`src/rtl/ram_table_writer_if.sv`:
```
// Bus bundle for ram_table_writer: write handshake, read port, reinit control and status.
// The master side drives requests; the slave side (the table writer) returns status and read data.
interface ram_table_writer_if #(
    parameter int ADDR_W = 3,
    parameter int DATA_W = 8
);
    logic              wr_valid;
    logic              wr_ready;
    logic [ADDR_W-1:0] wr_addr;
    logic [DATA_W-1:0] wr_data;
    logic              rd_en;
    logic [ADDR_W-1:0] rd_addr;
    logic [DATA_W-1:0] rd_data;
    logic              rd_valid;
    logic              reinit;
    logic              init_done;
    logic [7:0]        wr_cnt;

    modport master (
        output wr_valid, wr_addr, wr_data, rd_en, rd_addr, reinit,
        input  wr_ready, rd_data, rd_valid, init_done, wr_cnt
    );

    modport slave (
        input  wr_valid, wr_addr, wr_data, rd_en, rd_addr, reinit,
        output wr_ready, rd_data, rd_valid, init_done, wr_cnt
    );
endinterface

```
`src/rtl/ram_table_writer.sv`:
```
// Register-array lookup table that loads a fixed default table after reset or on reinit,
// then serves writes (counted) and 1-cycle read-before-write reads.
module ram_table_writer #(
    parameter int ADDR_W = 3,
    parameter int DATA_W = 8
) (
    input logic               clk,
    input logic               rst_n,
    ram_table_writer_if.slave bus
);
    localparam int        DEPTH   = 2 ** ADDR_W;
    localparam logic [0:0] ST_INIT = 1'b0;
    localparam logic [0:0] ST_IDLE = 1'b1;

    logic [0:0]        r_state;
    logic [ADDR_W-1:0] r_load_ptr;
    logic              r_init_done;
    logic              r_wr_ready;
    logic              r_rd_valid;
    logic [DATA_W-1:0] r_rd_data;
    logic [7:0]        r_wr_cnt;
    logic [DATA_W-1:0] r_mem [DEPTH];

    logic w_wr_accept;
    logic w_rd_fire;
    logic w_last_load;

    function automatic logic [DATA_W-1:0] default_entry(input logic [ADDR_W-1:0] a);
        logic [31:0]       idx;
        logic [DATA_W-1:0] v;
        idx = 32'(a);
        case (idx)
            32'd0:   v = DATA_W'(8'd10);
            32'd1:   v = DATA_W'(8'd13);
            32'd2:   v = DATA_W'(8'd40);
            32'd3:   v = DATA_W'(8'd50);
            32'd4:   v = DATA_W'(8'd20);
            32'd5:   v = DATA_W'(8'd100);
            32'd6:   v = DATA_W'(8'd130);
            default: v = '0;
        endcase
        return v;
    endfunction

    assign w_wr_accept = bus.wr_valid & r_wr_ready;
    assign w_rd_fire   = bus.rd_en & (r_state == ST_IDLE);
    assign w_last_load = (r_load_ptr == {ADDR_W{1'b1}});

    // Control FSM: walk the load pointer through INIT, park in IDLE until reinit.
    always_ff @(posedge clk or negedge rst_n) begin
        if (!rst_n) begin
            r_state     <= ST_INIT;
            r_load_ptr  <= '0;
            r_init_done <= 1'b0;
            r_wr_ready  <= 1'b0;
        end else begin
            case (r_state)
                ST_INIT: begin
                    r_load_ptr <= r_load_ptr + ADDR_W'(1);
                    if (w_last_load) begin
                        r_state     <= ST_IDLE;
                        r_init_done <= 1'b1;
                        r_wr_ready  <= 1'b1;
                    end else begin
                        r_state     <= ST_INIT;
                    end
                end
                ST_IDLE: begin
                    if (bus.reinit) begin
                        r_state     <= ST_INIT;
                        r_load_ptr  <= '0;
                        r_init_done <= 1'b0;
                        r_wr_ready  <= 1'b0;
                    end else begin
                        r_state     <= ST_IDLE;
                    end
                end
                default: begin
                    r_state     <= ST_INIT;
                    r_load_ptr  <= '0;
                    r_init_done <= 1'b0;
                    r_wr_ready  <= 1'b0;
                end
            endcase
        end
    end

    // Accepted-write counter; wraps naturally at 8 bits.
    always_ff @(posedge clk or negedge rst_n) begin
        if (!rst_n) begin
            r_wr_cnt <= 8'd0;
        end else if (w_wr_accept) begin
            r_wr_cnt <= r_wr_cnt + 8'd1;
        end else begin
            r_wr_cnt <= r_wr_cnt;
        end
    end

    // Registered read port; sees pre-write contents on a same-edge collision.
    always_ff @(posedge clk or negedge rst_n) begin
        if (!rst_n) begin
            r_rd_valid <= 1'b0;
            r_rd_data  <= '0;
        end else begin
            r_rd_valid <= w_rd_fire;
            if (w_rd_fire) begin
                r_rd_data <= r_mem[bus.rd_addr];
            end else begin
                r_rd_data <= r_rd_data;
            end
        end
    end

    // Table storage: INIT loads defaults, IDLE takes accepted writes; no reset on contents.
    always_ff @(posedge clk) begin
        if (r_state == ST_INIT) begin
            r_mem[r_load_ptr] <= default_entry(r_load_ptr);
        end else if (w_wr_accept) begin
            r_mem[bus.wr_addr] <= bus.wr_data;
        end else begin
            r_mem[bus.wr_addr] <= r_mem[bus.wr_addr];
        end
    end

    assign bus.wr_ready  = r_wr_ready;
    assign bus.init_done = r_init_done;
    assign bus.rd_valid  = r_rd_valid;
    assign bus.rd_data   = r_rd_data;
    assign bus.wr_cnt    = r_wr_cnt;

endmodule

```
`src/flat_wrapper.sv`:
```
// flat-port wrapper written by rule: the top's interface ports become plain ports
module ram_table_writer_flat 
#(
    parameter int ADDR_W = 3,
    parameter int DATA_W = 8
)
  (clk, rst_n, bus_wr_valid, bus_wr_addr, bus_wr_data, bus_rd_en, bus_rd_addr, bus_reinit, bus_wr_ready, bus_rd_data, bus_rd_valid, bus_init_done, bus_wr_cnt);
  ram_table_writer_if #(.ADDR_W(ADDR_W), .DATA_W(DATA_W)) bus_i ();
  input logic clk;
  input logic rst_n;
  input wire logic [$bits(bus_i.wr_valid)-1:0] bus_wr_valid;
  input wire logic [$bits(bus_i.wr_addr)-1:0] bus_wr_addr;
  input wire logic [$bits(bus_i.wr_data)-1:0] bus_wr_data;
  input wire logic [$bits(bus_i.rd_en)-1:0] bus_rd_en;
  input wire logic [$bits(bus_i.rd_addr)-1:0] bus_rd_addr;
  input wire logic [$bits(bus_i.reinit)-1:0] bus_reinit;
  output wire logic [$bits(bus_i.wr_ready)-1:0] bus_wr_ready;
  output wire logic [$bits(bus_i.rd_data)-1:0] bus_rd_data;
  output wire logic [$bits(bus_i.rd_valid)-1:0] bus_rd_valid;
  output wire logic [$bits(bus_i.init_done)-1:0] bus_init_done;
  output wire logic [$bits(bus_i.wr_cnt)-1:0] bus_wr_cnt;
  assign bus_i.wr_valid = bus_wr_valid;
  assign bus_i.wr_addr = bus_wr_addr;
  assign bus_i.wr_data = bus_wr_data;
  assign bus_i.rd_en = bus_rd_en;
  assign bus_i.rd_addr = bus_rd_addr;
  assign bus_i.reinit = bus_reinit;
  assign bus_wr_ready = bus_i.wr_ready;
  assign bus_rd_data = bus_i.rd_data;
  assign bus_rd_valid = bus_i.rd_valid;
  assign bus_init_done = bus_i.init_done;
  assign bus_wr_cnt = bus_i.wr_cnt;
  ram_table_writer #(.ADDR_W(ADDR_W), .DATA_W(DATA_W)) u_core (.clk(clk), .rst_n(rst_n), .bus(bus_i));
endmodule
```
`config.mk`:
```
export PLATFORM = sky130hd
export DESIGN_NAME = ram_table_writer_flat
export DESIGN_NICKNAME = d
export VERILOG_FILES = /design/src/rtl/ram_table_writer_if.sv /design/src/rtl/ram_table_writer.sv /design/src/flat_wrapper.sv
export SDC_FILE = /design/constraint.sdc
export NUM_CORES = 1
export LEC_CHECK = 0
export ABC_CLOCK_PERIOD_IN_PS = 1800
export CAP_MARGIN = 20
export CORE_MARGIN = 2
export CORE_UTILIZATION = 35
export CTS_BUF_LIST = sky130_fd_sc_hd__clkbuf_8
export CTS_CLUSTER_SIZE = 24
export DETAILED_ROUTE_END_ITERATION = 10
export DONT_BUFFER_PORTS = 1
export PLACE_DENSITY = 0.51
export SYNTH_ARGS = -nofsm -noshare
export SYNTH_HDL_FRONTEND = slang
export SYNTH_SLANG_ARGS = --single-unit
```
`constraint.sdc`:
```
create_clock -name clk -period 1.8 [get_ports clk]
set_input_delay 0.27 -clock clk [delete_from_list [all_inputs] [get_ports clk]]
set_output_delay 0.27 -clock clk [all_outputs]
set_load 0.02 [all_outputs]
```
==> metrics.cfg <==
[sta]
final-setup-viol-count = 0
max_freq_mhz = 586
hold_viol = 0
period_share_pct = 94.8
slew_headroom_pct = 57.8
worst_pin_slew_ns = 0.630
worst_clock_skew_ns = 0.0114
fin_hold_ws_ns = 0.106
maxSlewViolCount = 0
fin_crit_ns = 1.71
fin_tns_setup_ns = 0
rsz0062_at_grt = false

[placement]
io_buffer_count = 0
place.gp.congestion = 0.728
hpwl_mm = 4.93

[global_routing]
grt_pass1_vias = 2130
grt_overflow = 0
grt_max_degree = 33
grt_use_total_pct = 14.2
antenna_found_initial = 0
grt_pass1_wl_mm = 11.9

[clocking]
root_buffer = clkbuf_8
cts.path.max_buffers = 2
numCtsBuffers = 9
path_clk_slew_ns = 0.08
clock_sinks = 86
clk_latency_ns = 0.35
cts_tree = done
postCtsSetupRepairBufs = 0
htree_levels = 3

[detailed_routing]
routed_wl_mm = 7.58
drtIter0Drc = 94
vias = 2102
vias_per_cell = 4.88
drc = 0
drtPass1Iterations = 4
wl_per_cell_um = 17.6
ant_nets = 0

[cells_and_area]
diodes = 0
drive_gt1_share_pct = 28.5
nets = 316
syn_to_final_growth_pct = 16.2
final_cell_mix = 64 x edfxtp_1, 29 x buf_4, 24 x nand2_1
n_fill_cell = 947
mostFrequentLayoutCell = edfxtp_1
finish.utilization_pct = 41.9

[floorplanning]
initial_core_util_pct = 36.1
dieWidth_um = 107
row_count = 37
die_h_um = 107
coreArea_sq_um = 10300
die_area_sq_um = 11500
io-pin-count = 38

[power]
power_w = 0.00767
ir_drop_mv = 0.689
p_leak_nw = 1.66
powerDensity_nw_per_um2 = 1770

[synth]
yosys.area.top_type = edfxtp_1
yosys_warnings = 0
synth_top_flop_cell = edfxtp_1
yosys.cell_types.count = 34
synth-seq-area-share_pct = 66.4
async_flop_share_pct = 25.6
avgSynthCellArea_sq_um = 14.3
synth.area.top_cells = edfxtp_1 52%, dfrtp_1 15%, mux2_2 6.0%
synth_top_area_share_pct = 51.6
synth_edf_count = 64
synth.cell_area_sq_um = 3730
syn-num-nets = 286
syn_inst = 260
ys_ff_latch = 86

[flow_run]
drv_cap = 0

[worst_setup_path]
worst_path_max_delay_cell = dfrtp_2
r2r_cells = 6
cp_max_fo = 8
cp.required_ns = 1.88
cp_num_cells = 6
path_delay_family = flip-flops
crit_buf_inv = 2
r2r_end = u_core.r_mem[4][2]$_DFFE_PP_
critPathMaxStageDelay_ns = 0.41
regToRegSetupSlack_ns = 0.09
cp-start-kind = flop
crit_arrival_ns = 1.79
worstSetupPathType = flop to flop
r2r_start = u_core.r_load_ptr[0]$_DFFE_PN0P_
crit_path_start = u_core.r_load_ptr[0]$_DFFE_PN0P_
crit_end = u_core.r_mem[4][2]$_DFFE_PP_
crit_path_end_kind = flop
crit_chain = inv_1 > ha_2 > buf_4 > or2_2 > a31oi_4 > a21oi_4

[min_path]
hp-class = primary input to flop

[run_status]
status = completed

worst min path at each step:
stage	start	to	slack [ns]	cells past startpoint
global placement	rst_n	u_core.r_load_ptr[2]$_DFFE_PN0P_	-0.02	0
detailed placement	rst_n	u_core.r_load_ptr[2]$_DFFE_PN0P_	-0.02	0
global route	bus_reinit	u_core.r_load_ptr[0]$_DFFE_PN0P_	0.12	2
finish	bus_reinit	u_core.r_load_ptr[0]$_DFFE_PN0P_	0.11	2
floorplan	rst_n	u_core.bus.rd_data[0]$_DFFE_PN0P_	-0.03	0
CTS	bus_reinit	u_core.r_load_ptr[0]$_DFFE_PN0P_	0.09	2
Yosys cell counts (2+ instances only):
cell	n
edfxtp_1	64
o21ai_0	6
and3_1	3
clkbuf_1	4
buf_4	2
a31oi_1	3
buf_1	2
o31ai_1	8
dfrtp_1	22
nand3b_1	2
nand2_1	24
xnor2_1	6
inv_1	8
nand4_1	4
mux2i_1	21
ha_1	7
a22o_1	8
nor2_1	16
mux2_2	20
o22ai_1	11
nor2b_1	6
cell families (layout without fill, tap and decap cells):
kind of cell / count (synthesis) / count (layout) / share of synthesized area [%]
adders and majority gates: 7 / 7 / 2.35
DFF: 86 / 86 / 66.4
and+or+nand+nor: 60 / 60 / 7.52
buffers and inverters: 21 / 56 / 3.32
xor gates and xnor gates: 7 / 7 / 1.65
muxes: 41 / 41 / 11.7
AOI/OAI and AO/OA: 38 / 38 / 7.12
per-stage QoR:
| step | instance area (sq um) | worst slack, ns | cells |
|---|---|---|---|
| 2_1_floorplan | 3730 | -0.00330 | 260 |
| 3_3_place_gp | 4030 | -0.0853 | 412 |
| 4_1_cts | 4280 | -0.00397 | 431 |
| 5_1_grt | 4330 | 0.00350 | 431 |
| 6_report | 4330 | 0.0939 | 431 |
| 3_5_place_dp | 4030 | -0.180 | 412 |
flip-flops by register name, summed over array words and instances (netlist names):
signal,flops
u_core.r_mem,64
u_core.bus.rd_valid,1
u_core.bus.wr_cnt,8
u_core.bus.rd_data,8
u_core.r_state,1
u_core.r_load_ptr,3
u_core.bus.wr_ready,1
layer usage:
| metal | share of wire, % | wire (um) | global-route usage, % | up-vias |
|---|---|---|---|---|
| li1 | - | - | - | 1025 |
| met1 | 46 | 3470 | 18.6 | 1031 |
| met2 | 49 | 3700 | 22.9 | 42 |
| met3 | 4.6 | 350 | 4.07 | 4 |
| met4 | 0.80 | 61 | 4.45 | 0 |
| met5 | 0 | 0 | 0 | - |
cell type report:
type	instances	area, sq um	area share [%]
Clock buffer	9	124	2.86
Clock inverter	7	73.8	1.70
Inverter	8	30.0	0.693
Multi-Input combinational cell	153	1200	27.7
Sequential cell	86	2470	57.2
Tap cell	136	170	3.93
Timing Repair Buffer	32	258	5.95
power by group:
group / switching (W) / internal, W
Sequential: 0.000547 / 0.00329
Clock: 0.000695 / 0.000643
Combinational: 0.00145 / 0.00105
worst register-to-register path: cells and delay by family, from the launching register on:
family	cells	cell delay [ns]
DFF	1	0.41
and+or+nand+nor	1	0.31
adders and majority gates	1	0.19
AOI/OAI and AO/OA	2	0.30
buffers and inverters	2	0.23
repair_timing:
| item | CTS | global route |
|---|---|---|
| pin swaps | 0 | 1 |
| hold endpoints to repair | 26 | 0 |
| gates resized for setup | 6 | 11 |
| hold buffers | 3 | 0 |
| gates cloned | 0 | 0 |
| endpoints found under the setup margin | 40 | 37 |
(Power assumes the default switching activity.)
